===== src/rtl/vga_pkg.sv =====
// Shared VGA timing defaults (640x480@60), sync-polarity type and decode helpers
// used by the timing generator and its delay line.
package vga_pkg;

  localparam int unsigned H_DISP_DEF  = 640;
  localparam int unsigned H_FP_DEF    = 16;
  localparam int unsigned H_SYNC_DEF  = 96;
  localparam int unsigned H_BP_DEF    = 48;
  localparam int unsigned V_DISP_DEF  = 480;
  localparam int unsigned V_FP_DEF    = 10;
  localparam int unsigned V_SYNC_DEF  = 2;
  localparam int unsigned V_BP_DEF    = 33;
  localparam int unsigned H_TOTAL_DEF = H_DISP_DEF + H_FP_DEF + H_SYNC_DEF + H_BP_DEF;
  localparam int unsigned V_TOTAL_DEF = V_DISP_DEF + V_FP_DEF + V_SYNC_DEF + V_BP_DEF;

  typedef enum logic {
    POL_LOW  = 1'b0,
    POL_HIGH = 1'b1
  } sync_pol_e;

  typedef struct packed {
    logic hsync;
    logic vsync;
    logic video_on;
  } vga_sig_t;

  // Pin level of a sync signal given whether it is asserted.
  function automatic logic sync_level(input logic active, input sync_pol_e pol);
    return active ? logic'(pol) : ~logic'(pol);
  endfunction

  function automatic logic in_window(input int unsigned pos, input int unsigned lo,
                                     input int unsigned len);
    return (pos >= lo) && (pos < lo + len);
  endfunction

endpackage


===== src/rtl/vga_timing_gen_if.sv =====
// Timing-generator port bundle: run enable in; pixel tick, counters, sync,
// blanking and strobes out.
interface vga_timing_gen_if #(
  parameter int unsigned CW = 10
);
  logic          en;
  logic          p_tick;
  logic [CW-1:0] x;
  logic [CW-1:0] y;
  logic          hsync;
  logic          vsync;
  logic          video_on;
  logic          line_start;
  logic          frame_start;
  logic          hsync_d;
  logic          vsync_d;
  logic          video_on_d;

  modport master (
    output en,
    input  p_tick, x, y, hsync, vsync, video_on, line_start, frame_start,
           hsync_d, vsync_d, video_on_d
  );

  modport slave (
    input  en,
    output p_tick, x, y, hsync, vsync, video_on, line_start, frame_start,
           hsync_d, vsync_d, video_on_d
  );
endinterface


===== src/rtl/vga_sig_delay.sv =====
// Tick-enabled shift register: dout lags din by DEPTH shift pulses; DEPTH=0 is a
// combinational pass-through.
module vga_sig_delay #(
  parameter int unsigned          WIDTH     = 3,
  parameter int unsigned          DEPTH     = 0,
  parameter logic [WIDTH-1:0]     RESET_VAL = '0
) (
  input  logic             clk,
  input  logic             reset,
  input  logic             shift,
  input  logic [WIDTH-1:0] din,
  output logic [WIDTH-1:0] dout
);

  if (DEPTH == 0) begin : g_bypass
    logic unused_ok;
    assign unused_ok = ^{clk, reset, shift};
    assign dout      = din;
  end else begin : g_chain
    logic [DEPTH-1:0][WIDTH-1:0] stage_q;
    logic [DEPTH-1:0][WIDTH-1:0] stage_d;

    assign stage_d[0] = shift ? din : stage_q[0];
    for (genvar i = 1; i < DEPTH; i++) begin : g_stage
      assign stage_d[i] = shift ? stage_q[i-1] : stage_q[i];
    end

    always_ff @(posedge clk) begin
      if (reset) stage_q <= {DEPTH{RESET_VAL}};
      else       stage_q <= stage_d;
    end

    assign dout = stage_q[DEPTH-1];
  end

endmodule


===== src/rtl/vga_timing_gen.sv =====
// Parametrised video timing generator: pixel-tick divider, h/v counters, sync and
// blanking decode, line/frame strobes and a tick-aligned delayed sync/blank bundle.
module vga_timing_gen
  import vga_pkg::*;
#(
  parameter int unsigned H_DISP  = H_DISP_DEF,
  parameter int unsigned H_FP    = H_FP_DEF,
  parameter int unsigned H_SYNC  = H_SYNC_DEF,
  parameter int unsigned H_BP    = H_BP_DEF,
  parameter int unsigned V_DISP  = V_DISP_DEF,
  parameter int unsigned V_FP    = V_FP_DEF,
  parameter int unsigned V_SYNC  = V_SYNC_DEF,
  parameter int unsigned V_BP    = V_BP_DEF,
  parameter sync_pol_e   H_POL   = POL_LOW,
  parameter sync_pol_e   V_POL   = POL_LOW,
  parameter int unsigned PIX_DIV = 4,
  parameter int unsigned DELAY   = 0,
  parameter int unsigned CW      = 10
) (
  input logic             clk,
  input logic             reset,
  vga_timing_gen_if.slave vif
);

  localparam int unsigned   H_TOTAL  = H_DISP + H_FP + H_SYNC + H_BP;
  localparam int unsigned   V_TOTAL  = V_DISP + V_FP + V_SYNC + V_BP;
  localparam int unsigned   PW       = (PIX_DIV > 1) ? $clog2(PIX_DIV) : 1;
  localparam logic [PW-1:0] PIX_LAST = PW'(PIX_DIV - 1);
  localparam logic [CW-1:0] X_LAST   = CW'(H_TOTAL - 1);
  localparam logic [CW-1:0] Y_LAST   = CW'(V_TOTAL - 1);
  localparam vga_sig_t      SIG_RST  = '{hsync:    sync_level(1'b0, H_POL),
                                         vsync:    sync_level(1'b0, V_POL),
                                         video_on: 1'b1};
  // Delay stages start blanked so downstream sees no video before the pipe fills.
  localparam vga_sig_t      DLY_RST  = '{hsync:    sync_level(1'b0, H_POL),
                                         vsync:    sync_level(1'b0, V_POL),
                                         video_on: 1'b0};

  logic [PW-1:0] pix_cnt_q, pix_cnt_d;
  logic [CW-1:0] x_q, x_d, y_q, y_d;
  logic [CW-1:0] x_nxt, y_nxt;
  vga_sig_t      sig_q, sig_d;
  logic          line_start_q, line_start_d;
  logic          frame_start_q, frame_start_d;
  logic          p_tick_c;
  vga_sig_t      dly_out;

  assign p_tick_c = (pix_cnt_q == PIX_LAST) && vif.en && !reset;

  // Next-count decode: sync/blank are loaded together with x/y so they never skew.
  always_comb begin
    pix_cnt_d     = pix_cnt_q;
    x_d           = x_q;
    y_d           = y_q;
    sig_d         = sig_q;
    line_start_d  = 1'b0;
    frame_start_d = 1'b0;

    x_nxt = (x_q == X_LAST) ? '0 : x_q + CW'(1);
    y_nxt = y_q;
    if (x_q == X_LAST) y_nxt = (y_q == Y_LAST) ? '0 : y_q + CW'(1);

    if (vif.en) pix_cnt_d = (pix_cnt_q == PIX_LAST) ? '0 : pix_cnt_q + PW'(1);

    if (p_tick_c) begin
      x_d            = x_nxt;
      y_d            = y_nxt;
      sig_d.hsync    = sync_level(in_window(32'(x_nxt), H_DISP + H_FP, H_SYNC), H_POL);
      sig_d.vsync    = sync_level(in_window(32'(y_nxt), V_DISP + V_FP, V_SYNC), V_POL);
      sig_d.video_on = (32'(x_nxt) < H_DISP) && (32'(y_nxt) < V_DISP);
      line_start_d   = (x_nxt == '0);
      frame_start_d  = (x_nxt == '0) && (y_nxt == '0);
    end
  end

  always_ff @(posedge clk) begin
    if (reset) begin
      pix_cnt_q     <= '0;
      x_q           <= '0;
      y_q           <= '0;
      sig_q         <= SIG_RST;
      line_start_q  <= 1'b0;
      frame_start_q <= 1'b0;
    end else begin
      pix_cnt_q     <= pix_cnt_d;
      x_q           <= x_d;
      y_q           <= y_d;
      sig_q         <= sig_d;
      line_start_q  <= line_start_d;
      frame_start_q <= frame_start_d;
    end
  end

  vga_sig_delay #(
    .WIDTH     ($bits(vga_sig_t)),
    .DEPTH     (DELAY),
    .RESET_VAL (DLY_RST)
  ) u_sig_delay (
    .clk   (clk),
    .reset (reset),
    .shift (p_tick_c),
    .din   (sig_q),
    .dout  (dly_out)
  );

  assign vif.p_tick      = p_tick_c;
  assign vif.x           = x_q;
  assign vif.y           = y_q;
  assign vif.hsync       = sig_q.hsync;
  assign vif.vsync       = sig_q.vsync;
  assign vif.video_on    = sig_q.video_on;
  assign vif.line_start  = line_start_q;
  assign vif.frame_start = frame_start_q;
  assign vif.hsync_d     = dly_out.hsync;
  assign vif.vsync_d     = dly_out.vsync;
  assign vif.video_on_d  = dly_out.video_on;

endmodule


===== src/flat_wrapper.sv =====
// flat-port wrapper written by rule: the top's interface ports become plain ports
module vga_timing_gen_flat import vga_pkg::*;
#(
  parameter int unsigned H_DISP  = H_DISP_DEF,
  parameter int unsigned H_FP    = H_FP_DEF,
  parameter int unsigned H_SYNC  = H_SYNC_DEF,
  parameter int unsigned H_BP    = H_BP_DEF,
  parameter int unsigned V_DISP  = V_DISP_DEF,
  parameter int unsigned V_FP    = V_FP_DEF,
  parameter int unsigned V_SYNC  = V_SYNC_DEF,
  parameter int unsigned V_BP    = V_BP_DEF,
  parameter sync_pol_e   H_POL   = POL_LOW,
  parameter sync_pol_e   V_POL   = POL_LOW,
  parameter int unsigned PIX_DIV = 4,
  parameter int unsigned DELAY   = 0,
  parameter int unsigned CW      = 10
)
  (clk, reset, vif_en, vif_p_tick, vif_x, vif_y, vif_hsync, vif_vsync, vif_video_on, vif_line_start, vif_frame_start, vif_hsync_d, vif_vsync_d, vif_video_on_d);
  vga_timing_gen_if #(.CW(CW)) vif_i ();
  input logic clk;
  input logic reset;
  input wire logic [$bits(vif_i.en)-1:0] vif_en;
  output wire logic [$bits(vif_i.p_tick)-1:0] vif_p_tick;
  output wire logic [$bits(vif_i.x)-1:0] vif_x;
  output wire logic [$bits(vif_i.y)-1:0] vif_y;
  output wire logic [$bits(vif_i.hsync)-1:0] vif_hsync;
  output wire logic [$bits(vif_i.vsync)-1:0] vif_vsync;
  output wire logic [$bits(vif_i.video_on)-1:0] vif_video_on;
  output wire logic [$bits(vif_i.line_start)-1:0] vif_line_start;
  output wire logic [$bits(vif_i.frame_start)-1:0] vif_frame_start;
  output wire logic [$bits(vif_i.hsync_d)-1:0] vif_hsync_d;
  output wire logic [$bits(vif_i.vsync_d)-1:0] vif_vsync_d;
  output wire logic [$bits(vif_i.video_on_d)-1:0] vif_video_on_d;
  assign vif_i.en = vif_en;
  assign vif_p_tick = vif_i.p_tick;
  assign vif_x = vif_i.x;
  assign vif_y = vif_i.y;
  assign vif_hsync = vif_i.hsync;
  assign vif_vsync = vif_i.vsync;
  assign vif_video_on = vif_i.video_on;
  assign vif_line_start = vif_i.line_start;
  assign vif_frame_start = vif_i.frame_start;
  assign vif_hsync_d = vif_i.hsync_d;
  assign vif_vsync_d = vif_i.vsync_d;
  assign vif_video_on_d = vif_i.video_on_d;
  vga_timing_gen #(.H_DISP(H_DISP), .H_FP(H_FP), .H_SYNC(H_SYNC), .H_BP(H_BP), .V_DISP(V_DISP), .V_FP(V_FP), .V_SYNC(V_SYNC), .V_BP(V_BP), .H_POL(H_POL), .V_POL(V_POL), .PIX_DIV(PIX_DIV), .DELAY(DELAY), .CW(CW)) u_core (.clk(clk), .reset(reset), .vif(vif_i));
endmodule

===== config.mk =====
export PLATFORM = sky130hd
export DESIGN_NAME = vga_timing_gen_flat
export DESIGN_NICKNAME = d
export VERILOG_FILES = /design/src/rtl/vga_pkg.sv /design/src/rtl/vga_timing_gen_if.sv /design/src/rtl/vga_sig_delay.sv /design/src/rtl/vga_timing_gen.sv /design/src/flat_wrapper.sv
export SDC_FILE = /design/constraint.sdc
export NUM_CORES = 1
export LEC_CHECK = 0
export CAP_MARGIN = 40
export CORE_ASPECT_RATIO = 1.1
export CORE_MARGIN = 2
export CORE_UTILIZATION = 45
export CTS_BUF_LIST = sky130_fd_sc_hd__clkbuf_8 sky130_fd_sc_hd__clkbuf_16
export DETAILED_ROUTE_END_ITERATION = 8
export PLACE_DENSITY = 0.8
export SETUP_SLACK_MARGIN = 0.4
export SYNTH_ARGS = -nofsm -noshare
export SYNTH_HDL_FRONTEND = slang
export SYNTH_SLANG_ARGS = --single-unit

===== constraint.sdc =====
create_clock -name clk -period 2.08 [get_ports clk]
set_clock_uncertainty 0.05 [all_clocks]
set_input_delay 0.208 -clock clk [delete_from_list [all_inputs] [get_ports clk]]
set_output_delay 0.208 -clock clk [all_outputs]
set_load 0.01 [all_outputs]

# Word level (Yosys, flattened, before mapping)
# Index checks and enable logic that the tools add are counted.
[totals]
reg_bits = 27
inputBits = 3
elab_cells = 37
[op_classes]
reduce_logical = 10
magnitude_cmp = 6
n_addsub = 3
mux = 6
eq_ne = 3
n_bitwise = 1
[ops]
columns = ["op", "count"]
rows = [
  ["2-to-1 mux 10 bit", 3],
  ["adder 10 x 1 -> 10 bit (second input constant)", 2],
  ["== test 10 bit (second input constant)", 2],
  ["zero test 10 bit", 2],
  ["less-than comparator 10 bit (second input constant)", 2],
  ["less-than comparator 10 x 9 -> 1 bit (second input constant)", 2],
  [">= comparator 10 bit (second input constant)", 1],
  [">= comparator 10 x 9 -> 1 bit (second input constant)", 1],
  ["logical AND 1 bit", 6],
  ["adder 2 x 1 -> 2 bit (second input constant)", 1],
  ["== test 2 bit (second input constant)", 1],
  ["2-to-1 mux 1 bit", 2],
  ["2-to-1 mux 2 bit", 1],
  ["OR reduction 2 bit", 1],
  ["zero test 1 bit", 1],
  ["inverter 1 bit", 1],
]

# Longest topological paths before layout
[logic_depth]
word_depth = 6
depth_mapped = 10
depth_no_buf = 8

# Modules after synthesis
# Synthesis repeated with hierarchy kept, for this count alone.
[hier_totals]
hier_cells = 227
hier_area_um2 = 1885.6
[modules_own_cells]
columns = ["module", "area_each_um2", "n_inst", "cells_per_inst", "seq_area_each_um2"]
rows = [
  ["vga_timing_gen", 1863.0, 1, 224, 540.5],
  ["vga_sig_delay", 22.5, 1, 3, 0.0],
]

# Least setup slack after synthesis
# OpenSTA, ideal clock, no wires.
[synth_timing]
path_kind = "register to register"
start = "reg u_core.x_q[0], in the netlist u_core.vif.x[0]"
end = "reg u_core.frame_start_q, in the netlist u_core.vif.frame_start"
period_less_slack_ns = 2.080
stages_incl_launch_ff = 9
path_slack_ns = 0.000
n_path_buf = 2
t_arrival_ns = 1.969
required_time_ns = 1.969
cell_sequence = "dfxtp_1 -> ha_1 -> and4_1 -> and3_1 -> buf_4 -> buf_6 -> a32o_1 -> nor4_1 -> and4_1"
[synth_via]
elab_chain_cells = 4
elab_cells_between_ends = 7
classes_between = "add/sub: 1; eq/ne: 1; mux: 2; reduce/logical: 3"
[synth_rtl]
columns = ["item", "line_no", "text"]
rows = [
  ["start: declaration", "vga_timing_gen.sv:40", "logic [CW-1:0] x_q, x_d, y_q, y_d;"],
  ["start signal: assignment", "vga_timing_gen.sv:79", "x_q <= '0;"],
  ["start signal: assignment", "vga_timing_gen.sv:86", "x_q <= x_d;"],
  ["adder 10 x 1 -> 10 bit / == test 10 bit (equally long branches)", "vga_timing_gen.sv:59, vga_timing_gen.sv:61", ""],
  ["2-to-1 mux 10 bit (on tied branches)", "vga_timing_gen.sv:59, vga_timing_gen.sv:61", ""],
  ["zero test 10 bit", "vga_timing_gen.sv:72", "frame_start_d = (x_nxt == '0) && (y_nxt == '0);"],
  ["logical AND 1 bit *", "vga_timing_gen.sv:72", ""],
  ["end signal: assignment", "vga_timing_gen.sv:90", "frame_start_q <= frame_start_d;"],
  ["end: declaration", "vga_timing_gen.sv:44", "logic frame_start_q, frame_start_d;"],
]
# Every way passes the cells marked *; elsewhere a longest branch is shown, timed or not.
# A chain may end at the register's enable or synchronous reset.

# Worst setup path in the final report
[layout_timing]
start = "reg u_core.x_q[6], in the netlist u_core.vif.x[6]"
end = "reg u_core.sig_q, in the netlist u_core.vif.vsync"
[layout_via]
elab_chain_cells = 5
elab_cells_between_ends = 6
classes_between = "order compare: 2; eq/ne: 1; mux: 2; reduce/logical: 1"
[layout_rtl]
columns = ["item", "line_no", "text"]
rows = [
  ["== test 10 bit *", "vga_timing_gen.sv:61", "if (x_q == X_LAST) y_nxt = (y_q == Y_LAST) ? '0 : y_q + CW'(1);"],
  ["2-to-1 mux 10 bit *", "vga_timing_gen.sv:61", ""],
  [">= comparator 10 x 9 -> 1 bit / less-than comparator 10 x 9 -> 1 bit (equally long branches)", "vga_pkg.sv:34", "return (pos >= lo) && (pos < lo + len);"],
  ["logical AND 1 bit *", "vga_pkg.sv:34", ""],
  ["2-to-1 mux 1 bit *", "vga_pkg.sv:29", "return active ? logic'(pol) : ~logic'(pol);"],
  ["end signal: assignment", "vga_timing_gen.sv:88", "sig_q <= sig_d;"],
  ["end: declaration", "vga_timing_gen.sv:42", "vga_sig_t sig_q, sig_d;"],
]
# Marks and branches as above.

==> flow_summary.yaml <==
setup_path:
  crit_path_start_kind: "register"
  reg2reg_setup_slack_ps: 20
  critPathCaptureType: "register"
  r2r_start: "u_core.vif.x[6]"
  r2r_cells: 8
  required_ps: 2190
  critical_path.reg2reg.endpoint: "u_core.vif.vsync"
  crit_type: "register to register"
  cp_data_arrival_time_ps: 2170
  critical_path_fanout_max: 5
grt:
  grt_pass1_vias: 1917
  maximum_number_of_pins_on_one_net_before_global_route_repair: 26
  grt_util_all_layers: 0.241
  grt_pass1_wl_mm: 8.71
  grt_overflow_total: 0
  antenna_found_initial: 0
yosys:
  count_of_state_elements_after_synthesis: 27
  syn-num-nets: 237
  ys.flop_type: "sky130_fd_sc_hd__dfxtp_1"
  synth_area_per_cell_sq_um: 7.68
  netlist_instances: 230
  ys_types: 50
  synth_area_leaders: "sky130_fd_sc_hd__dfxtp_1, sky130_fd_sc_hd__nor2_1, sky130_fd_sc_hd__nand2_1, sky130_fd_sc_hd__a21oi_1, sky130_fd_sc_hd__o21ai_0"
  area_share_of_the_largest_cell_type_after_synthesis: 0.306
  post_synth_instance_area_sq_um: 1770
  synth_largest_area_cell: "sky130_fd_sc_hd__dfxtp_1"
  async_flop_share: 0
  seq_area_frac_synth: 0.306
  number_of_synthesized_flops_with_an_enable_pin: 0
  synthesis_warning_total: 0
sta:
  unrepaired_setup_endpoints_after_global_routing: "true"
  min_period_over_period: 0.993
  setup_viol_count_final: 0
  final-max-slew-violation-count: 0
  slew_headroom: 0.644
  maxClockFrequency_ghz: 0.484
  worst_pin_slew_ps: 533
  period_minus_slack_ps: 2060
  finalHoldViolCount: 0
floorplan:
  full_die_area_sq_um: 4440
  chipWidth_um: 63.7
  io-pin-count: 32
  chipHeight_um: 69.7
  fp.coreArea_sq_um: 3710
  effective_utilization_at_floorplan: 0.476
  floorplan.rows: 23
cells_and_area:
  inserted_diodes: 0
  final.fill_count: 239
  combined_area_of_the_multi_input_logic_cells_sq_um: 1340
  layout_commonest_cell: "sky130_fd_sc_hd__buf_4"
  fraction_of_layout_cells_with_a_size_suffix_above_1: 0.382
  flow.area_growth_from_synthesis_pct: 56.7
  nets: 304
  layout_common_cells: "sky130_fd_sc_hd__buf_4, sky130_fd_sc_hd__clkdlybuf4s50_1, sky130_fd_sc_hd__nor2_1"
  final_design_area_no_fill_sq_um: 2770
  sequential_cell_area_in_the_final_layout_sq_um: 572
cts:
  clock_tree.root_cell: "sky130_fd_sc_hd__clkbuf_8"
  cts_buffers: 3
  clock_sinks: 27
  cts_tree: "yes"
  clk_transition_reported_paths_ps: 100
  max-clock-path-buffers: 2
  cts_htree_levels: 1
  worstSkewPairLatency_ps: 270
  holdBufCountCts: 0
detailed_routing:
  first_iter_violations: 271
  drt_drc_violations_left: 0
  dr_total_vias: 2168
  detail-route-antenna-nets: 0
  via_per_inst: 6.27
  routed_wirelength_mm: 6.26
  detail_route.first_pass.iterations: 8
  route.detailed.wl_per_inst_um: 18.1
placement:
  gpl.final_weighted_congestion: 0.919
  port-buffer-count: 31
  dpl.hpwl_mm: 3.55
  dpl-instance-area_sq_um: 2300
worst_hold_path:
  holdPathEnd: "u_core.pix_cnt_q[1]"
  min_path_type: "register to register"
  min-delay-start: "u_core.pix_cnt_q[1]"
  worst_hold_path.num_cells: 2
pwr:
  pwr_density_cell_nw_per_um2: 314
  power.total_w: 0.000870
  power_leakage_nw: 1.07
  vdd_drop_max_mv: 0.237
run_status:
  status: "finished clean"
run:
  max-cap-violations: 0
==> worst max path at each step <==
stage / slack (ps) / start / endpoint / cells after the start
after detailed placement: 20 / u_core.vif.x[1] / u_core.vif.frame_start / 7
after CTS: 150 / u_core.vif.x[6] / u_core.vif.frame_start / 7
final: 20 / u_core.vif.x[6] / u_core.vif.vsync / 8
after global routing: -100 / u_core.vif.x[6] / u_core.vif.vsync / 8
after global placement: 100 / u_core.vif.x[1] / u_core.vif.frame_start / 7
after floorplan: 180 / u_core.vif.x[7] / u_core.vif.video_on / 9
==> flip-flops by register name (all words and copies together), names as in the netlist <==
signal	cells
u_core.vif.x	10
u_core.pix_cnt_q	2
u_core.vif.video_on	1
u_core.vif.frame_start	1
u_core.vif.hsync	1
u_core.vif.y	10
u_core.vif.line_start	1
u_core.vif.vsync	1
==> layer usage <==
metal  vias to the layer above  GRT usage  wire (um)
met1                      1042      0.314       2460
met4                         0      0.109        137
li1                        965          -          -
met2                       141      0.402       3180
met3                        20     0.0211        484
met5                         -          0          0
==> cell families (layout without fill, tap and decap cells) <==
family / after synthesis / after routing / synth area share
adder cells (fa/ha/maj): 4 / 4 / 0.0283
buffers and inverters: 28 / 93 / 0.0871
AO/OA/AOI/OAI: 58 / 58 / 0.215
multiplexers: 1 / 1 / 0.00567
flip-flops: 27 / 27 / 0.306
AND/OR/NAND/NOR: 103 / 104 / 0.314
XOR/XNOR: 9 / 9 / 0.0446
==> cell type report <==
cell class	instances	area share
clock buffer	3	0.0149
inverter	6	0.00814
tap	50	0.0226
sequential	27	0.207
multi-input combinational	176	0.482
timing repair buffer	83	0.264
clock inverter	1	0.00136
==> per-stage QoR <==
stage | hold WS (ps) | setup WS, ps | utilization | instances | TNS, ps
after floorplan | 310 | 179 | - | 230 | 0
after global placement | 429 | 96.9 | 0.619 | 321 | 0
after detailed placement | 442 | 20.6 | 0.619 | 321 | 0
after CTS | 479 | 148 | 0.681 | 335 | 0
after global routing | 504 | -98.0 | 0.746 | 346 | -187
final | 469 | 15.1 | 0.746 | 346 | 0
==> Yosys cell counts (3+ instances only) <==
library cell / count
sky130_fd_sc_hd__a21oi_1: 15
sky130_fd_sc_hd__a31oi_1: 5
sky130_fd_sc_hd__and3_1: 6
sky130_fd_sc_hd__and4_1: 3
sky130_fd_sc_hd__buf_2: 3
sky130_fd_sc_hd__buf_4: 4
sky130_fd_sc_hd__buf_6: 4
sky130_fd_sc_hd__clkbuf_1: 11
sky130_fd_sc_hd__dfxtp_1: 27
sky130_fd_sc_hd__ha_1: 4
sky130_fd_sc_hd__inv_1: 6
sky130_fd_sc_hd__nand2_1: 24
sky130_fd_sc_hd__nand3_1: 6
sky130_fd_sc_hd__nand4_1: 6
sky130_fd_sc_hd__nor2_1: 27
sky130_fd_sc_hd__nor3_1: 10
sky130_fd_sc_hd__o211ai_1: 5
sky130_fd_sc_hd__o21ai_0: 15
sky130_fd_sc_hd__or3_1: 4
sky130_fd_sc_hd__xnor2_1: 5
sky130_fd_sc_hd__xor2_1: 4
==> power breakdown <==
| part | switching (W) | total (W) | internal, W |
|---|---|---|---|
| registers | 0.00000473 | 0.000517 | 0.000513 |
| clock network | 0.000167 | 0.000299 | 0.000133 |
| logic | 0.0000290 | 0.0000534 | 0.0000244 |
| total | 0.000200 | 0.000870 | 0.000670 |
==> what timing repair did <==
item / in CTS / in global routing
setup buffers: 9 / 11
gates cloned: 1 / 0
hold endpoints to repair: 0 / 0
endpoints found under the setup margin: 18 / 22
resized for setup: 31 / 33
pin swaps: 3 / 14
==> worst max-delay path, cell delays in order (launching register included) <==
cell                      delay, ps
sky130_fd_sc_hd__dfxtp_4        370
sky130_fd_sc_hd__nor4b_4        300
sky130_fd_sc_hd__buf_4          180
sky130_fd_sc_hd__nand3_2        130
sky130_fd_sc_hd__buf_6          170
sky130_fd_sc_hd__buf_4          160
sky130_fd_sc_hd__o21ai_0        270
sky130_fd_sc_hd__and3_1         230
sky130_fd_sc_hd__a31oi_1        100
(Power assumes the default switching activity.)
